<file path="src/rtl/instr_mem_loader_pkg.sv">
// Shared definitions for the instruction memory loader and the fetch side:
// FSM state encoding, default memory size and big-endian byte selection.
package instr_mem_pkg;

    localparam int MEM_BYTES_DEFAULT = 1024;
    localparam int CNT_W_DEFAULT     = 16;

    typedef logic [1:0] state_t;

    localparam state_t ST_IDLE      = 2'd0;
    localparam state_t ST_WAIT_WORD = 2'd1;
    localparam state_t ST_WRITE     = 2'd2;
    localparam state_t ST_DONE      = 2'd3;

    // Byte 0 is the most significant byte, stored at the lowest address.
    function automatic logic [7:0] be_byte(input logic [31:0] word, input logic [1:0] idx);
        logic [7:0] b;
        b = word[7:0];
        case (idx)
            2'd0:    b = word[31:24];
            2'd1:    b = word[23:16];
            2'd2:    b = word[15:8];
            default: b = word[7:0];
        endcase
        return b;
    endfunction

endpackage

</file>
<file path="src/rtl/instr_mem_loader_serializer.sv">
// Holds one captured instruction word and emits its four bytes, MSB first,
// one per cycle; the byte output is registered and holds after the last byte.
module word_byte_serializer
    import instr_mem_pkg::*;
(
    input  logic        clk,
    input  logic        rst,
    input  logic        load,
    input  logic [31:0] word,
    output logic [7:0]  out_byte,
    output logic [1:0]  idx,
    output logic        last
);

    logic [31:0] hold_q, hold_d;
    logic [1:0]  idx_q, idx_d;
    logic [7:0]  byte_q, byte_d;
    logic        active_q, active_d;

    always_comb begin
        hold_d   = hold_q;
        idx_d    = idx_q;
        byte_d   = byte_q;
        active_d = active_q;
        if (load) begin
            hold_d   = word;
            idx_d    = 2'd0;
            byte_d   = be_byte(word, 2'd0);
            active_d = 1'b1;
        end else if (active_q) begin
            if (idx_q == 2'd3) begin
                active_d = 1'b0;
            end else begin
                idx_d  = idx_q + 2'd1;
                byte_d = be_byte(hold_q, idx_q + 2'd1);
            end
        end
    end

    always_ff @(posedge clk) begin
        if (!rst) begin
            hold_q   <= '0;
            idx_q    <= '0;
            byte_q   <= '0;
            active_q <= 1'b0;
        end else begin
            hold_q   <= hold_d;
            idx_q    <= idx_d;
            byte_q   <= byte_d;
            active_q <= active_d;
        end
    end

    assign out_byte = byte_q;
    assign idx      = idx_q;
    assign last     = active_q && (idx_q == 2'd3);

endmodule

</file>
<file path="src/rtl/instr_mem_loader.sv">
// Loads 32-bit instruction words from a valid/ready stream into the byte-wide
// instruction memory, big-endian, one byte per cycle, with bounds checking.
module instr_mem_loader
    import instr_mem_pkg::*;
#(
    parameter int MEM_BYTES = MEM_BYTES_DEFAULT,
    parameter int CNT_W     = CNT_W_DEFAULT
) (
    input  logic             clk,
    input  logic             rst,
    input  logic             start,
    input  logic [31:0]      base_addr,
    input  logic [CNT_W-1:0] word_count,
    input  logic             in_valid,
    input  logic [31:0]      in_data,
    output logic             in_ready,
    output logic             mem_we,
    output logic [31:0]      mem_addr,
    output logic [7:0]       mem_wdata,
    output logic             busy,
    output logic             done,
    output logic             err,
    output logic [CNT_W-1:0] loaded_words,
    output logic [1:0]       dbg_state
);

    // Handshake: a word transfers on a rising edge where in_valid && in_ready.
    // The source must hold in_data stable while in_valid is high and in_ready low.

    state_t           state_q, state_d;
    logic [31:0]      cur_addr_q, cur_addr_d;
    logic [31:0]      mem_addr_q, mem_addr_d;
    logic [CNT_W-1:0] count_q, count_d;
    logic [CNT_W-1:0] loaded_q, loaded_d;
    logic             err_q, err_d;

    logic             ser_load;
    logic [7:0]       ser_byte;
    logic [1:0]       ser_idx;
    logic             ser_last;
    logic [33:0]      end_addr;
    logic [CNT_W-1:0] loaded_inc;

    word_byte_serializer u_ser (
        .clk      (clk),
        .rst      (rst),
        .load     (ser_load),
        .word     (in_data),
        .out_byte (ser_byte),
        .idx      (ser_idx),
        .last     (ser_last)
    );

    // Session end address evaluated wide enough that it can never wrap.
    assign end_addr   = {2'b00, base_addr} + {{(32-CNT_W){1'b0}}, word_count, 2'b00};
    assign loaded_inc = loaded_q + CNT_W'(1);

    always_comb begin
        state_d    = state_q;
        cur_addr_d = cur_addr_q;
        mem_addr_d = mem_addr_q;
        count_d    = count_q;
        loaded_d   = loaded_q;
        err_d      = err_q;
        ser_load   = 1'b0;
        case (state_q)
            ST_IDLE: begin
                if (start) begin
                    cur_addr_d = base_addr;
                    count_d    = word_count;
                    loaded_d   = '0;
                    err_d      = 1'b0;
                    if ((base_addr[1:0] != 2'b00) || (end_addr > 34'(MEM_BYTES))) begin
                        err_d   = 1'b1;
                        state_d = ST_DONE;
                    end else if (word_count == '0) begin
                        state_d = ST_DONE;
                    end else begin
                        state_d = ST_WAIT_WORD;
                    end
                end
            end
            ST_WAIT_WORD: begin
                if (in_valid && in_ready) begin
                    ser_load   = 1'b1;
                    mem_addr_d = cur_addr_q;
                    state_d    = ST_WRITE;
                end
            end
            ST_WRITE: begin
                if (ser_last) begin
                    cur_addr_d = cur_addr_q + 32'd4;
                    loaded_d   = loaded_inc;
                    state_d    = (loaded_inc == count_q) ? ST_DONE : ST_WAIT_WORD;
                end else begin
                    mem_addr_d = cur_addr_q + {30'd0, ser_idx} + 32'd1;
                end
            end
            default: begin
                state_d = ST_IDLE;
            end
        endcase
    end

    always_ff @(posedge clk) begin
        if (!rst) begin
            state_q    <= ST_IDLE;
            cur_addr_q <= '0;
            mem_addr_q <= '0;
            count_q    <= '0;
            loaded_q   <= '0;
            err_q      <= 1'b0;
        end else begin
            state_q    <= state_d;
            cur_addr_q <= cur_addr_d;
            mem_addr_q <= mem_addr_d;
            count_q    <= count_d;
            loaded_q   <= loaded_d;
            err_q      <= err_d;
        end
    end

    assign in_ready     = (state_q == ST_WAIT_WORD);
    assign busy         = (state_q == ST_WAIT_WORD) || (state_q == ST_WRITE);
    assign done         = (state_q == ST_DONE);
    assign mem_we       = (state_q == ST_WRITE);
    assign mem_addr     = mem_addr_q;
    assign mem_wdata    = ser_byte;
    assign err          = err_q;
    assign loaded_words = loaded_q;
    assign dbg_state    = state_q;

endmodule

</file>
<file path="config.mk">
export PLATFORM = sky130hd
export DESIGN_NAME = instr_mem_loader
export DESIGN_NICKNAME = d
export VERILOG_FILES = /design/src/rtl/instr_mem_loader_pkg.sv /design/src/rtl/instr_mem_loader_serializer.sv /design/src/rtl/instr_mem_loader.sv
export SDC_FILE = /design/constraint.sdc
export NUM_CORES = 1
export LEC_CHECK = 0
export ABC_AREA = 1
export ABC_CLOCK_PERIOD_IN_PS = 4200
export CAP_MARGIN = 20
export CORE_ASPECT_RATIO = 0.75
export CORE_MARGIN = 3
export CORE_UTILIZATION = 40
export CTS_BUF_LIST = sky130_fd_sc_hd__clkbuf_4
export DETAILED_ROUTE_END_ITERATION = 16
export DONT_BUFFER_PORTS = 1
export PLACE_DENSITY = 0.65
export SLEW_MARGIN = 20
export SYNTH_ARGS = -nofsm -noshare
export SYNTH_HDL_FRONTEND = slang
export SYNTH_SLANG_ARGS = --single-unit
</file>
<file path="constraint.sdc">
create_clock -name clk -period 4.2 [get_ports clk]
set_clock_uncertainty 0.1 [all_clocks]
set_input_delay 1.26 -clock clk [delete_from_list [all_inputs] [get_ports clk]]
set_output_delay 1.26 -clock clk [all_outputs]
set_load 0.005 [all_outputs]
</file>
==> results.md <==
- The run finished with clean final reports.
- The number of buffers inserted by port buffering is 0.
- The share of total power dissipated in the clock network is 17.2%.
- After clock tree synthesis, the clock-pin slew on the worst setup and hold paths is 0.17 ns.
- For this design the total switching power over the nets is 2.46 mW.
- In the global route stage, overall resource usage came out at 23.6%.
- In this run the remaining antenna-violating nets after routing total 0.
- The fraction of layout cells with a size suffix above 1 is 8.19%.
- The actual slew at the worst max-slew pin is 0.864 ns.
- Of all nets on the critical path, the largest fanout is 4.
- After detailed routing, the average wire length per cell comes to 17.6 um.
- The slowest stage of the critical path belongs to the cell sky130_fd_sc_hd__fa_1.
- The floorplan has 47 rows.
- The insertion delay of the later-clocked pin in the worst-skew pair is 0.57 ns.
- The endpoint class of the critical path is a flop.
- The clock tree root buffer cell is sky130_fd_sc_hd__clkbuf_4.
- After clock tree synthesis, the setup repair step added 0 buffers.
- The upper clock frequency limit is 0.315 GHz.
- The number of synthesized register bits is 142.
- Among all flip-flop cells after synthesis, the most frequent one is sky130_fd_sc_hd__dfxtp_1.
- Clock tree synthesis found a total of 142 sinks.
- The critical path goes through ha_1 > fa_1 > nand2_2 > a21oi_4 > nand2_2 > nand2_2 > nand2_2 > nand2_2 > xor2_1 > nor2_1 > nand3_1 > nand2_1 > nand4_1 > nand2_1 > nand2_1 > nand2_1 > a21oi_2.
- Routability-driven placement finished with a final weighted congestion of 1.03.
- The reported max-cap violation count is 0.
- Relative to the synthesized area, the layout overhead comes to 5.25%.
- The number of slew-limit violations in the final report came to 0.
- In this run the static leakage power is 3.86 nW.
- The leftover overflow at the end of global routing is 0.
- Including well taps, the total number of placed cells is 1679.
- The detailed-route via count is 9423.
- After clock tree synthesis, the repair step resized 0 gates.
- The critical path in this run is classified as in -> reg.
- TritonCTS created 17 clock buffers.
- The number of library cell types mapped by synthesis is 46.
- The share of async-settable or async-resettable flops after synthesis is 0%.
- By area the synthesized netlist is led by sky130_fd_sc_hd__dfxtp_1 31%, sky130_fd_sc_hd__nand2_1 14%, sky130_fd_sc_hd__o21ai_0 6.8%, sky130_fd_sc_hd__nor2_1 6.7%, sky130_fd_sc_hd__a21oi_1 6.3%.
- Counting instances in the post-synthesis netlist gives the leading cell types as 341 x sky130_fd_sc_hd__nand2_1, 164 x sky130_fd_sc_hd__nor2_1, 143 x sky130_fd_sc_hd__inv_1.
- The delay contributed by the slowest stage of the critical path is 0.46 ns.
- The final sum of negative setup slack is 0 ns.
- The worst-case IR drop observed on VDD is 0.000303 V.
- The register share of total power is 41.8%.
- The design draws 5.15 mW.
- The first-pass GRT wire length is 46600 um.
- The internal power of the cells totals 2.70 mW.
- The post-layout instance count excluding filler cells is 1713.
- The setup violation total in the final timing report is 0.
- The x dimension of the die is 181 um.
- Detailed placement ended at an HPWL of 23000 um.
- The mapped netlist covers 9230 um^2.
- The number of levels in the clock H-tree is 4.
- For this run, the post-layout net count is 1519.
- In this run the count of I/O pins placed on the die edge is 147.
- The cell that appears most often on the critical path is sky130_fd_sc_hd__nand2_2.
- Sequential cells were found to cover 30.8% of the synthesized design area.
- The proportion of total power due to net switching is 47.7%.
- The final worst-path cycle share is 75.7%.
- The count of synthesis-stage warnings from yosys is 0.
- Data on the critical path is required at its endpoint by 4.55 ns.
- The number of flops mapped to enable cells by yosys is 0.
- After synthesis, the largest area contributor takes up 30.8% of total cell area.
- The initial antenna violation count is 1.
- At the end of the flow the core is filled with cells to 43.5%.
- The clock tree from TritonCTS is yes.
- Among all cell types in the netlist, the one instantiated most often is sky130_fd_sc_hd__nand2_1.
- In this run the deepest clock path goes through 2 buffers.
- Setup repair after global routing left no endpoint under its margin.
- The tightest min-delay check is of the reg -> reg type.
- After detailed routing, the number of remaining DRC violations is 0.
- In this run the power density over the cells is 531 nW/um^2.
- The area of the die is 24900 um^2.
- The number of cells produced by synthesis is 1435.
- After detailed routing, the total wire length is 30100 um.
- The largest total area in the synthesized netlist belongs to sky130_fd_sc_hd__dfxtp_1.
- The mean cell area of the mapped netlist is 6.43 um^2.
- The floorplan core area is 22300 um^2.
- When the netlist entered floorplanning its net count stood at 1550.
- In the routed layout, each cell is associated on average with a via count of 5.50.
- The via count of the first global-routing pass was 8468.
- The headroom to the max-slew limit is 42.4%.
- Before antenna repair, the detailed router went through 5 iterations.
- The number of hold buffers added after CTS is 0.
- The type of element launching the critical path is an input port.
- Combinational logic burns 41.0% of the power.
- Entering global routing, the biggest net connects 89 pins.
- For this configuration, the core starts out at a cell density of 41.3%.
- Data arrives at the worst endpoint at 3.53 ns.
- The hold violation count in the final report was 0.
- The starting DRC count in detailed routing is 812.
- The minimum clock period is 3.18 ns.
- The die boundary height is 138 um.
## final cells by class
cell class	count	area, um^2
clock buffers	17	128
diodes	2	5.00
inverters	168	632
clock inverters	15	143
flip-flops and latches	142	2840
well taps	294	368
fillers	2411	12600
repair buffers	6	45.0
multi-input cells	1069	5550
## worst max-delay path: cells and delay by family
family	cells	cell delay, ns
simple gates	12	1.26
compound gates	2	0.14
fa+ha+maj	2	0.71
xor+xnor	1	0.16
## placed cells by master, fill, tap and decap left out, types with 3 or more instances in the layout
| master | n |
|---|---|
| sky130_fd_sc_hd__inv_2 | 20 |
| sky130_fd_sc_hd__xnor2_1 | 10 |
| sky130_fd_sc_hd__xor2_1 | 45 |
| sky130_fd_sc_hd__nand4_1 | 31 |
| sky130_fd_sc_hd__a31oi_1 | 14 |
| sky130_fd_sc_hd__a31o_2 | 8 |
| sky130_fd_sc_hd__clkinv_1 | 4 |
| sky130_fd_sc_hd__nor2_4 | 5 |
| sky130_fd_sc_hd__ha_1 | 28 |
| sky130_fd_sc_hd__buf_4 | 6 |
| sky130_fd_sc_hd__nand3_1 | 69 |
| sky130_fd_sc_hd__o21ai_0 | 126 |
| sky130_fd_sc_hd__nand2_2 | 10 |
| sky130_fd_sc_hd__a21oi_1 | 116 |
| sky130_fd_sc_hd__nor2_1 | 163 |
| sky130_fd_sc_hd__nor4_1 | 10 |
| sky130_fd_sc_hd__nor3_1 | 23 |
| sky130_fd_sc_hd__o211ai_1 | 6 |
| sky130_fd_sc_hd__nand2_1 | 341 |
| sky130_fd_sc_hd__inv_8 | 6 |
| sky130_fd_sc_hd__nor3_2 | 9 |
| sky130_fd_sc_hd__clkbuf_4 | 17 |
| sky130_fd_sc_hd__inv_6 | 6 |
| sky130_fd_sc_hd__nand3b_1 | 4 |
| sky130_fd_sc_hd__nor2_2 | 9 |
| sky130_fd_sc_hd__dfxtp_1 | 142 |
| sky130_fd_sc_hd__a221oi_1 | 7 |
| sky130_fd_sc_hd__inv_1 | 143 |
| sky130_fd_sc_hd__o21ai_1 | 7 |
| sky130_fd_sc_hd__nor4_2 | 3 |
## metrics by stage
step / instance area, um^2 / hold slack (ns) / setup WS, ns
2_1_floorplan: 9230 / 0.336 / 0.887
3_5_place_dp: 9430 / 0.353 / 0.500
6_report: 9710 / 0.374 / 1.02
5_1_grt: 9710 / 0.392 / 0.881
4_1_cts: 9700 / 0.375 / 0.978
3_3_place_gp: 9430 / 0.352 / 0.498
## per-layer routing
layer  vias to the layer above  routed length [um]  GRT usage (%)  share of wire (%)
li1                       4666                   -              -                  -
met1                      4346               13900           33.3                 46
met2                       380               12800           35.2                 43
met3                        31                2960           7.71                9.8
met4                         0                 427           5.37                1.4
met5                         -                   0              0                  0
## kinds of logic (layout without fill, tap and decap cells)
family | after synthesis | after routing | synth area share (%)
AOI/OAI and AO/OA | 299 | 299 | 17.9
xor gates and xnor gates | 55 | 55 | 5.22
adders and majority gates | 31 | 31 | 4.37
buffers and inverters | 224 | 206 | 9.29
DFF | 142 | 142 | 30.8
other | 0 | 2 | 0
and+or+nand+nor | 684 | 684 | 32.4
## power by group through the flow
stage	sequential, mW	combinational (mW)	clock (mW)
after floorplan	2.03	1.62	0
after global placement	2.19	2.09	0
after detailed placement	2.19	2.10	0
after CTS	2.16	2.11	0.910
after global routing	2.21	2.40	0.969
final	2.15	2.11	0.886
## sequential cells by signal (all words and copies together) (netlist names)
name	flops
count_q	16
cur_addr_q	32
dbg_state	2
err	1
loaded_words	16
mem_addr	32
u_ser.active_q	1
u_ser.hold_q	32
u_ser.idx	2
u_ser.out_byte	8
## final timing paths
check | start | end | slack [ns] | depth (start not counted)
min | count_q[1] | count_q[1] | 0.37 | 2
min reg2reg | count_q[1] | count_q[1] | 0.37 | 2
max reg2reg | dbg_state[1] | mem_addr[26] | 1.38 | 9
max | base_addr[2] | dbg_state[1] | 1.02 | 17
No activity file was read; power rests on OpenSTA's default activity.
